[config.mk]
export PLATFORM = sky130hd
export DESIGN_NAME = fp_to_int
export DESIGN_NICKNAME = d
export VERILOG_FILES = /design/src/rtl/fp_to_int.sv
export SDC_FILE = /design/constraint.sdc
export NUM_CORES = 1
export LEC_CHECK = 0
export CORE_UTILIZATION = 45
export DETAILED_ROUTE_END_ITERATION = 7
export SYNTH_ARGS = -nofsm -noshare
export SYNTH_HDL_FRONTEND = slang
export SYNTH_SLANG_ARGS = --single-unit
[constraint.sdc]
create_clock -name Clk -period 14.7 [get_ports Clk]
set_input_delay 2.94 -clock Clk [delete_from_list [all_inputs] [get_ports Clk]]
set_output_delay 2.94 -clock Clk [all_outputs]
set_load 0.1 [all_outputs]
[src/rtl/fp_to_int.sv]
// fp_to_int: 3-stage IEEE-754 single -> 32-bit fixed-point (Q FRAC_BITS) converter with rounding/saturation.
// Define FP_TO_INT_FLAGS_EN to add the Flags output {Invalid, Overflow, Inexact}.
module fp_to_int #(
  parameter int unsigned FRAC_BITS = 0
) (
  input  logic        Clk,
  input  logic        Reset,
  input  logic [31:0] Data_In,
  input  logic        Valid_In,
  output logic        Ready_Out,
  input  logic [1:0]  RMode,
  input  logic        Signed_Mode,
  output logic [31:0] Data_Out,
  output logic        Valid_Out,
  input  logic        Ready_In
`ifdef FP_TO_INT_FLAGS_EN
  ,
  output logic [2:0]  Flags
`endif
);

  localparam int unsigned W_DATA  = 32;
  localparam int unsigned W_MAG   = W_DATA + 1;
  localparam int unsigned W_MANT  = 24;
  localparam int unsigned W_EXT   = 64;
  localparam int unsigned W_AMT   = 5;
  localparam int unsigned W_K     = 11;
  localparam int unsigned MAX_RSH = 26;
  localparam int unsigned MAX_LSH = 8;
  localparam int unsigned EXP_OFS = 150;

  localparam logic [W_DATA-1:0] SMAX    = 32'h7FFF_FFFF;
  localparam logic [W_DATA-1:0] SMIN    = 32'h8000_0000;
  localparam logic [W_DATA-1:0] UMAX    = 32'hFFFF_FFFF;
  localparam logic [W_MAG-1:0]  POS_LIM = 33'h0_7FFF_FFFF;
  localparam logic [W_MAG-1:0]  NEG_LIM = 33'h0_8000_0000;

  // Whole pipeline advances unless a result is being held at the output
  logic advance_c;
  assign advance_c = ~(Valid_Out & ~Ready_In);
  assign Ready_Out = advance_c;

  // ---------------- S1: unpack / classify / shift plan ----------------
  logic [7:0]             exp_c;
  logic [22:0]            frac_c;
  logic signed [W_K-1:0]  k_c;
  logic signed [W_K-1:0]  nk_c;
  logic                   s1_sign_d, s1_nan_d, s1_inf_d, s1_huge_d, s1_left_d;
  logic [W_AMT-1:0]       s1_amt_d;
  logic [W_MANT-1:0]      s1_mant_d;

  logic                   s1_valid_q, s1_sign_q, s1_nan_q, s1_inf_q, s1_huge_q, s1_left_q;
  logic [W_AMT-1:0]       s1_amt_q;
  logic [W_MANT-1:0]      s1_mant_q;
  logic [1:0]             s1_rmode_q;
  logic                   s1_signed_q;

  always_comb begin
    exp_c     = Data_In[30:23];
    frac_c    = Data_In[22:0];
    // value = mant24 * 2^k; k > 8 can never fit in 32 integer bits
    k_c       = $signed({3'b000, exp_c}) - $signed(W_K'(EXP_OFS)) + $signed(W_K'(FRAC_BITS));
    nk_c      = -k_c;
    s1_sign_d = Data_In[31];
    s1_nan_d  = (exp_c == 8'hFF) && (frac_c != '0);
    s1_inf_d  = (exp_c == 8'hFF) && (frac_c == '0);
    s1_huge_d = 1'b0;
    s1_left_d = 1'b0;
    s1_amt_d  = W_AMT'(MAX_RSH);
    s1_mant_d = {(exp_c != 8'h00), frac_c};
    if (exp_c != 8'h00) begin
      if (k_c > $signed(W_K'(MAX_LSH))) begin
        s1_huge_d = 1'b1;
        s1_left_d = 1'b1;
        s1_amt_d  = '0;
      end else if (k_c >= $signed(W_K'(0))) begin
        s1_left_d = 1'b1;
        s1_amt_d  = W_AMT'(k_c);
      end else if (nk_c < $signed(W_K'(MAX_RSH))) begin
        s1_amt_d  = W_AMT'(nk_c);
      end
    end
  end

  // ---------------- S2: align shift into 32.32 fixed point ----------------
  logic [W_EXT-1:0]  shifted_c;
  logic [W_DATA-1:0] s2_int_d;
  logic              s2_g_d, s2_r_d, s2_s_d;

  logic              s2_valid_q, s2_sign_q, s2_nan_q, s2_inf_q, s2_huge_q;
  logic [W_DATA-1:0] s2_int_q;
  logic              s2_g_q, s2_r_q, s2_s_q;
  logic [1:0]        s2_rmode_q;
  logic              s2_signed_q;

  always_comb begin
    shifted_c = {8'h00, s1_mant_q, 32'h0000_0000};
    if (s1_left_q) begin
      shifted_c = shifted_c << s1_amt_q;
    end else begin
      shifted_c = shifted_c >> s1_amt_q;
    end
    s2_int_d = shifted_c[63:32];
    s2_g_d   = shifted_c[31];
    s2_r_d   = shifted_c[30];
    s2_s_d   = |shifted_c[29:0];
  end

  // ---------------- S3: round / saturate ----------------
  logic              inexact_c, inc_c, ovr_c;
  logic [W_MAG-1:0]  mag_c;
  logic [W_DATA-1:0] data_d;
  logic              valid_q;
  logic [W_DATA-1:0] data_q;

  always_comb begin
    inexact_c = s2_g_q | s2_r_q | s2_s_q;
    inc_c     = 1'b0;
    case (s2_rmode_q)
      2'b00:   inc_c = s2_g_q & (s2_r_q | s2_s_q | s2_int_q[0]);
      2'b01:   inc_c = s2_sign_q & inexact_c;
      2'b10:   inc_c = ~s2_sign_q & inexact_c;
      default: inc_c = 1'b0;
    endcase
    mag_c  = {1'b0, s2_int_q} + W_MAG'(inc_c);
    ovr_c  = s2_huge_q | s2_inf_q;
    data_d = '0;
    if (s2_nan_q) begin
      data_d = s2_signed_q ? SMAX : UMAX;
    end else if (s2_signed_q) begin
      if (s2_sign_q) begin
        data_d = (ovr_c || (mag_c > NEG_LIM)) ? SMIN : (32'd0 - mag_c[W_DATA-1:0]);
      end else begin
        data_d = (ovr_c || (mag_c > POS_LIM)) ? SMAX : mag_c[W_DATA-1:0];
      end
    end else if (!s2_sign_q) begin
      data_d = (ovr_c || mag_c[W_DATA]) ? UMAX : mag_c[W_DATA-1:0];
    end
  end

  // Pipeline registers; payloads load only with valid data
  always_ff @(posedge Clk or posedge Reset) begin
    if (Reset) begin
      s1_valid_q  <= 1'b0;
      s1_sign_q   <= 1'b0;
      s1_nan_q    <= 1'b0;
      s1_inf_q    <= 1'b0;
      s1_huge_q   <= 1'b0;
      s1_left_q   <= 1'b0;
      s1_amt_q    <= '0;
      s1_mant_q   <= '0;
      s1_rmode_q  <= '0;
      s1_signed_q <= 1'b0;
      s2_valid_q  <= 1'b0;
      s2_sign_q   <= 1'b0;
      s2_nan_q    <= 1'b0;
      s2_inf_q    <= 1'b0;
      s2_huge_q   <= 1'b0;
      s2_int_q    <= '0;
      s2_g_q      <= 1'b0;
      s2_r_q      <= 1'b0;
      s2_s_q      <= 1'b0;
      s2_rmode_q  <= '0;
      s2_signed_q <= 1'b0;
      valid_q     <= 1'b0;
      data_q      <= '0;
    end else if (advance_c) begin
      s1_valid_q <= Valid_In;
      s2_valid_q <= s1_valid_q;
      valid_q    <= s2_valid_q;
      if (Valid_In) begin
        s1_sign_q   <= s1_sign_d;
        s1_nan_q    <= s1_nan_d;
        s1_inf_q    <= s1_inf_d;
        s1_huge_q   <= s1_huge_d;
        s1_left_q   <= s1_left_d;
        s1_amt_q    <= s1_amt_d;
        s1_mant_q   <= s1_mant_d;
        s1_rmode_q  <= RMode;
        s1_signed_q <= Signed_Mode;
      end
      if (s1_valid_q) begin
        s2_sign_q   <= s1_sign_q;
        s2_nan_q    <= s1_nan_q;
        s2_inf_q    <= s1_inf_q;
        s2_huge_q   <= s1_huge_q;
        s2_int_q    <= s2_int_d;
        s2_g_q      <= s2_g_d;
        s2_r_q      <= s2_r_d;
        s2_s_q      <= s2_s_d;
        s2_rmode_q  <= s1_rmode_q;
        s2_signed_q <= s1_signed_q;
      end
      if (s2_valid_q) begin
        data_q <= data_d;
      end
    end
  end

  assign Valid_Out = valid_q;
  assign Data_Out  = data_q;

`ifdef FP_TO_INT_FLAGS_EN
  logic [2:0] flags_d;
  logic [2:0] flags_q;

  // {Invalid, Overflow, Inexact}, aligned with data_d
  always_comb begin
    flags_d = {2'b00, inexact_c};
    if (s2_nan_q) begin
      flags_d = 3'b100;
    end else if (s2_inf_q) begin
      flags_d = 3'b010;
    end else if (!s2_signed_q && s2_sign_q) begin
      flags_d[2] = s2_huge_q | (mag_c != '0);
    end else if (s2_signed_q && s2_sign_q) begin
      flags_d[1] = s2_huge_q | (mag_c > NEG_LIM);
    end else if (s2_signed_q) begin
      flags_d[1] = s2_huge_q | (mag_c > POS_LIM);
    end else begin
      flags_d[1] = s2_huge_q | mag_c[W_DATA];
    end
  end

  always_ff @(posedge Clk or posedge Reset) begin
    if (Reset) begin
      flags_q <= '0;
    end else if (advance_c && s2_valid_q) begin
      flags_q <= flags_d;
    end
  end

  assign Flags = flags_q;
`endif

endmodule
==> results.sh, run 1 <==
export IMPL_avgRoutedWirePerCell_um=20.3
export IMPL_start_util_pct=45.7
export IMPL_ys_seq_elements=114
export IMPL_htreeDepth=4
export IMPL_holdWs_ns=0.469
export IMPL_setup_ws_ns=6.91
export IMPL_fmax_mhz=128
export IMPL_synth_edf_count=0
export IMPL_worst_path_max_delay_cell="clkdlybuf4s50_1"
export IMPL_routed_wl_um=30600
export IMPL_rsz0062_at_grt="false"
export IMPL_stdcell_area_um2=11300
export IMPL_die_h_um=151
export IMPL_ir_worst_vdd_v=0.000147
export IMPL_vias=9587
export IMPL_hold_start="s1_rmode_q[0]"
export IMPL_r2r_start="s2_rmode_q[0]"
export IMPL_worstPathMaxFanout=9
export IMPL_drive_above_1_share_pct=11.3
export IMPL_ys_types=79
export IMPL_diodes=0
export IMPL_fp_dieArea_um2=22700
export IMPL_synth_area_um2=9940
export IMPL_numCtsBuffers=17
export IMPL_required_ns=11.76
export IMPL_area_growth_pct=14.2
export IMPL_timing_rr_end="Data_Out[28]"
export IMPL_grt_use_total_pct=28.3
export IMPL_dp_hpwl_um=22000
export IMPL_hold_path_class="register to register"
export IMPL_path_delay_family="buffers and inverters"
export IMPL_drv_cap=0
export IMPL_drv_slew=0
export IMPL_slew_headroom_pct=27.4
export IMPL_grt_start_max_net_pins=70
export IMPL_grt_first_pass_wirelength_um=49700
export IMPL_r2r_slack_ns=8.99
export IMPL_holdPathStages=2
export IMPL_crit_top_cell="clkdlybuf4s50_1"
export IMPL_clock_sinks=114
export IMPL_async_flop_share_pct=100
export IMPL_cts_tree="built"
export IMPL_ys_warnings_count=0
export IMPL_synthesis_nets=1256
export IMPL_antenna_found_initial=0
export IMPL_period_minus_slack_ns=7.79
export IMPL_finalCritPeriodShare_pct=53.0
export IMPL_setup_worst_path_end_class="output pin"
export IMPL_leakagePower_nw=4.43
export IMPL_portBuffers=72
export IMPL_grt_pass1_vias=8848
export IMPL_ys_seq_area_share_pct=28.7
export IMPL_critPathArrivalTime_ns=4.85
export IMPL_synthCells=1204
export IMPL_crit_buf_inv=2
export IMPL_dp_slack_ns=6.92
export IMPL_cts_hold_buf=0
export IMPL_synth_ff_type="dfrtp_1"
export IMPL_clkTransAtPathRegs_ns=0.06
export IMPL_nNetsFinal=1266
export IMPL_insertion_delay_ns=0.43
export IMPL_p_total_mw=2.79
export IMPL_grt_overflow_total=0
export IMPL_finalHoldViolCount=0
export IMPL_drt_iter0_markers=1049
export IMPL_setup_tns_ns=0
export IMPL_coreArea_um2=21800
export IMPL_dp_cells=1475
export IMPL_cts_resized=0
export IMPL_dr_pass1_iters=5
export IMPL_place_gp_congestion=0.948
export IMPL_post_cts_buffers=0
export IMPL_num_io_pins=73
export IMPL_drc=0
export IMPL_post_route_util_pct=52.1
export IMPL_drt_vias_per_instance=6.36
export IMPL_worst_r2r_cell_count=15
export IMPL_crit_chain="clkdlybuf4s50_1 -> nand2b_1 -> clkdlybuf4s50_1"
export IMPL_clockBufferDepth=2
export IMPL_status="finished clean"
export IMPL_clockRootBuffer="clkbuf_16"
export IMPL_stdcell_count=1507
export IMPL_slowest_delay_ns=1.19
export IMPL_worst_pin_slew_ns=1.09
export IMPL_place_area_um2=10700
export IMPL_path_class="input port to output pin"
export IMPL_final_antenna_net_count=0
export IMPL_rows=54
export IMPL_finalSetupViolations=0
export IMPL_cp_start_kind="input port"
export IMPL_holdPathEnd="s1_rmode_q[0]"
export IMPL_die_w_um=151
export IMPL_fillers=2104
export IMPL_skew_ns=0.0125
export IMPL_syn_area_per_cell_um2=8.25
export IMPL_p_per_area_nw_per_um2=246
==> kinds of logic after synthesis <==
| kind of cell | count (synthesis) | synth area share, % |
|---|---|---|
| and+or+nand+nor | 515 | 25.5 |
| AOI/OAI and AO/OA | 293 | 19.8 |
| buffers and inverters | 119 | 4.90 |
| DFF | 114 | 28.7 |
| muxes | 106 | 15.5 |
| xor gates and xnor gates | 44 | 3.95 |
| adders and majority gates | 13 | 1.64 |
==> how the worst max path moves through the flow <==
stage | startpoint | to | slack, ns | cells past startpoint
2_1_floorplan | Ready_In | Ready_Out | 7.75 | 2
3_3_place_gp | Ready_In | Ready_Out | 6.94 | 3
3_5_place_dp | Ready_In | Ready_Out | 6.92 | 3
4_1_cts | Ready_In | Ready_Out | 6.90 | 3
5_1_grt | Ready_In | Ready_Out | 6.84 | 3
6_report | Ready_In | Ready_Out | 6.91 | 3
==> layout make-up <==
class,count,area (um2),area share [%]
inverter,26,100,0.882
tap,280,350,3.09
sequential,114,2860,25.2
clock buffer,21,450,3.97
timing repair buffer,84,811,7.15
clock inverter,11,176,1.56
multi-input combinational,971,6600,58.2
==> where the power goes <==
| part | switching, mW | total, mW | leakage (nW) | internal (mW) |
|---|---|---|---|---|
| Sequential | 0.173 | 0.605 | 1.42 | 0.432 |
| Clock | 0.161 | 0.451 | 0.303 | 0.290 |
| Combinational | 1.18 | 1.73 | 2.71 | 0.554 |
| Total | 1.51 | 2.79 | 4.43 | 1.28 |
==> per-layer routing <==
layer / up-vias / global-route usage (%) / wire [um] / share of wire (%)
li1: 4495 / - / - / -
met1: 4666 / 43.6 / 14800 / 48
met2: 394 / 41.1 / 13300 / 43
met3: 32 / 4.52 / 2140 / 7.0
met4: 0 / 6.45 / 315 / 1.0
met5: - / 0 / 0 / 0
==> state kept, by name (all words and copies together) (netlist names), 2 cells and up <==
name	flops
Data_Out	32
s2_rmode_q	2
s1_rmode_q	2
s2_int_q	32
s1_mant_q	24
s1_amt_q	5
==> Yosys cell counts (6+ instances only) <==
cell      instances  area (um2)
a22oi_1           8        60.1
buf_1            18        67.6
o22a_1           10        87.6
mux2i_1          45         450
nor4_1           24         150
and3_1           11        68.8
xor2_1           17         149
o22ai_1          14        87.6
dfrtp_1         114        2850
nand2_1         197         739
a211oi_1         17         128
mux4_2           36         811
nand2b_1          6        37.5
a221oi_1         18         158
nand3_1          31         155
a22o_1           14         123
and2_1           12        75.1
nor3_1           33         165
o211ai_1          6        45.0
a31oi_1          11        68.8
mux2_2           25         282
o32ai_1           7        61.3
a21oi_1          74         370
nand4_1          29         181
clkbuf_1         63         236
nor2_1          125         469
o21ai_0          65         325
xnor2_1          26         228
inv_1            24        90.1
ha_1             13         163
==> worst min-delay path, delay by kind of cell, from the launching register on <==
| family | cells | cell delay (ns) |
|---|---|---|
| and+or+nand+nor | 2 | 0.10 |
| DFF | 1 | 0.34 |
==> layout by cell type, fill, tap and decap left out, types with 23 or more instances in the layout <==
cell / n
a21oi_1: 74
clkdlybuf4s50_1: 72
dfrtp_1: 111
inv_1: 23
mux2_2: 25
mux2i_1: 45
mux4_2: 36
nand2_1: 196
nand3_1: 31
nand4_1: 29
nor2_1: 125
nor3_1: 33
nor4_1: 24
o21ai_0: 65
xnor2_1: 26
Note: power is estimated with default switching activity, not from simulation.
==> inputs of run 2 (changes only) <==
Settings changed: PLACE_DENSITY from default to 0.66.
Clock period 14.7 ns to 6.85 ns, I/O delays scaled along.
==> run 2 against run 1 <==
Compared with the run above:
- clock power is 100% higher
- wire length up 0.19%
- design area shrank 0.33%
- worst setup slack got worse by 5.7 ns
- utilization fell by 0.17 points
- register-to-register slack worse by 7.8 ns
- total power up 110%
- sequential cell count unchanged
- clock-buffer cell count fell by 3
- critical path depth is 13 higher
- sequential share of layout area is 0.084 points higher
- global-route usage down 0.35 points
- largest cell class unchanged
- highest routed layer unchanged
==> results.sh, run 2 (synthesis results as in run 1) <==
export IMPL_worstPathMaxFanout=16
export IMPL_vias=9682
export IMPL_grt_pass1_vias=9060
export IMPL_clockBufferDepth=2
export IMPL_die_w_um=151
export IMPL_worst_pin_slew_ns=1.20
export IMPL_grt_first_pass_wirelength_um=49500
export IMPL_skew_ns=0.0112
export IMPL_start_util_pct=45.7
export IMPL_path_class="register to register"
export IMPL_setup_worst_path_end_class="register"
export IMPL_fmax_mhz=176
export IMPL_required_ns=7.17
export IMPL_rsz0062_at_grt="false"
export IMPL_drv_cap=0
export IMPL_finalHoldViolCount=0
export IMPL_insertion_delay_ns=0.43
export IMPL_r2r_slack_ns=1.17
export IMPL_critPathArrivalTime_ns=6.00
export IMPL_worst_r2r_cell_count=16
export IMPL_clockRootBuffer="clkbuf_16"
export IMPL_finalCritPeriodShare_pct=83.0
export IMPL_drc=0
export IMPL_coreArea_um2=21800
export IMPL_holdPathStages=2
export IMPL_nNetsFinal=1265
export IMPL_clock_sinks=114
export IMPL_fp_dieArea_um2=22700
export IMPL_drive_above_1_share_pct=11.5
export IMPL_area_growth_pct=13.8
export IMPL_hold_start="s2_valid_q"
export IMPL_grt_start_max_net_pins=68
export IMPL_dp_hpwl_um=22200
export IMPL_hold_path_class="register to register"
export IMPL_leakagePower_nw=4.40
export IMPL_holdWs_ns=0.473
export IMPL_post_cts_buffers=0
export IMPL_grt_overflow_total=0
export IMPL_cp_start_kind="register"
export IMPL_dp_slack_ns=1.43
export IMPL_htreeDepth=4
export IMPL_num_io_pins=73
export IMPL_rows=54
export IMPL_timing_rr_end="Data_Out[25]"
export IMPL_r2r_start="s2_rmode_q[0]"
export IMPL_status="finished clean"
export IMPL_setup_tns_ns=0
export IMPL_drt_iter0_markers=1061
export IMPL_fillers=2084
export IMPL_grt_use_total_pct=28.0
export IMPL_numCtsBuffers=17
export IMPL_portBuffers=72
export IMPL_routed_wl_um=30600
export IMPL_setup_ws_ns=1.17
export IMPL_die_h_um=151
export IMPL_period_minus_slack_ns=5.68
export IMPL_cts_hold_buf=0
export IMPL_ir_worst_vdd_v=0.000272
export IMPL_slew_headroom_pct=20.2
export IMPL_antenna_found_initial=0
export IMPL_final_common_cell="nand2_1"
export IMPL_cts_tree="built"
export IMPL_final_antenna_net_count=0
export IMPL_holdPathEnd="Valid_Out"
export IMPL_p_per_area_nw_per_um2=526
export IMPL_place_gp_congestion=0.997
export IMPL_drt_vias_per_instance=6.43
export IMPL_layout_common_cells="196 x nand2_1, 125 x nor2_1, 111 x dfrtp_1, 74 x a21oi_1, 72 x clkdlybuf4s50_1"
export IMPL_drv_slew=0
export IMPL_clkTransAtPathRegs_ns=0.06
export IMPL_avgRoutedWirePerCell_um=20.3
export IMPL_dr_pass1_iters=5
export IMPL_diodes=0
export IMPL_finalSetupViolations=0
export IMPL_cts_resized=0
run 2: critical path, cell delays in order (launching register included):
cell and delay (ns):
dfrtp_1 0.39, inv_1 0.10, ha_1 0.17, xor2_1 0.23, a21oi_1 0.11, nor3_1 0.52, ha_1 0.27, ha_1 0.43
nand3_1 0.28, or4_1 0.68, xnor2_2 0.44, o221ai_1 0.24, or4_1 0.49, nand4bb_4 0.24, a21oi_4 0.48, a221oi_1 0.17
nor4_1 0.35
run 2: worst max path at each step:
stage                  start  slack [ns]  cells past startpoint      endpoint
3_5_place_dp   s2_rmode_q[0]        1.43                     16  Data_Out[25]
5_1_grt        s2_rmode_q[0]        0.72                     16  Data_Out[25]
3_3_place_gp   s2_rmode_q[0]        1.66                     16  Data_Out[25]
6_report       s2_rmode_q[0]        1.17                     16  Data_Out[25]
4_1_cts        s2_rmode_q[0]        1.31                     16  Data_Out[25]
2_1_floorplan      s2_sign_q        2.23                     17  Data_Out[28]
run 2: through the flow:
step | area, um2 | utilization [%] | power [mW] | std cells
2_1_floorplan | 9940 | - | 4.02 | 1204
3_3_place_gp | 10700 | 49.2 | 4.92 | 1474
3_5_place_dp | 10700 | 49.2 | 4.94 | 1474
4_1_cts | 11300 | 52.0 | 5.87 | 1506
5_1_grt | 11300 | 52.0 | 6.27 | 1506
6_report | 11300 | 52.0 | 5.95 | 1506
run 2: area by class of cell:
cell class                      instances  area [um2]  share of cell area [%]
Clock buffer                           18         439                    3.88
Clock inverter                         14         158                    1.39
Inverter                               26         100                   0.885
Tap cell                              280         350                    3.10
Timing Repair Buffer                   83         803                    7.10
Multi-Input combinational cell        971        6600                    58.4
Sequential cell                       114        2860                    25.3
run 2: report_power, final:
| group | internal (mW) | switching, mW | total [mW] |
|---|---|---|---|
| Clock | 0.549 | 0.364 | 0.913 |
| Sequential | 0.926 | 0.377 | 1.30 |
| Combinational | 1.19 | 2.55 | 3.74 |
run 2: per-layer routing:
| layer | up-vias | routed length [um] | GRT usage (%) | share of wire [%] |
|---|---|---|---|---|
| met3 | 56 | 2670 | 6.52 | 8.7 |
| met2 | 440 | 13400 | 41.4 | 44 |
| met4 | 0 | 595 | 7.90 | 1.9 |
| met1 | 4696 | 13900 | 40.6 | 46 |
| li1 | 4490 | - | - | - |
| met5 | - | 0 | 0 | 0 |
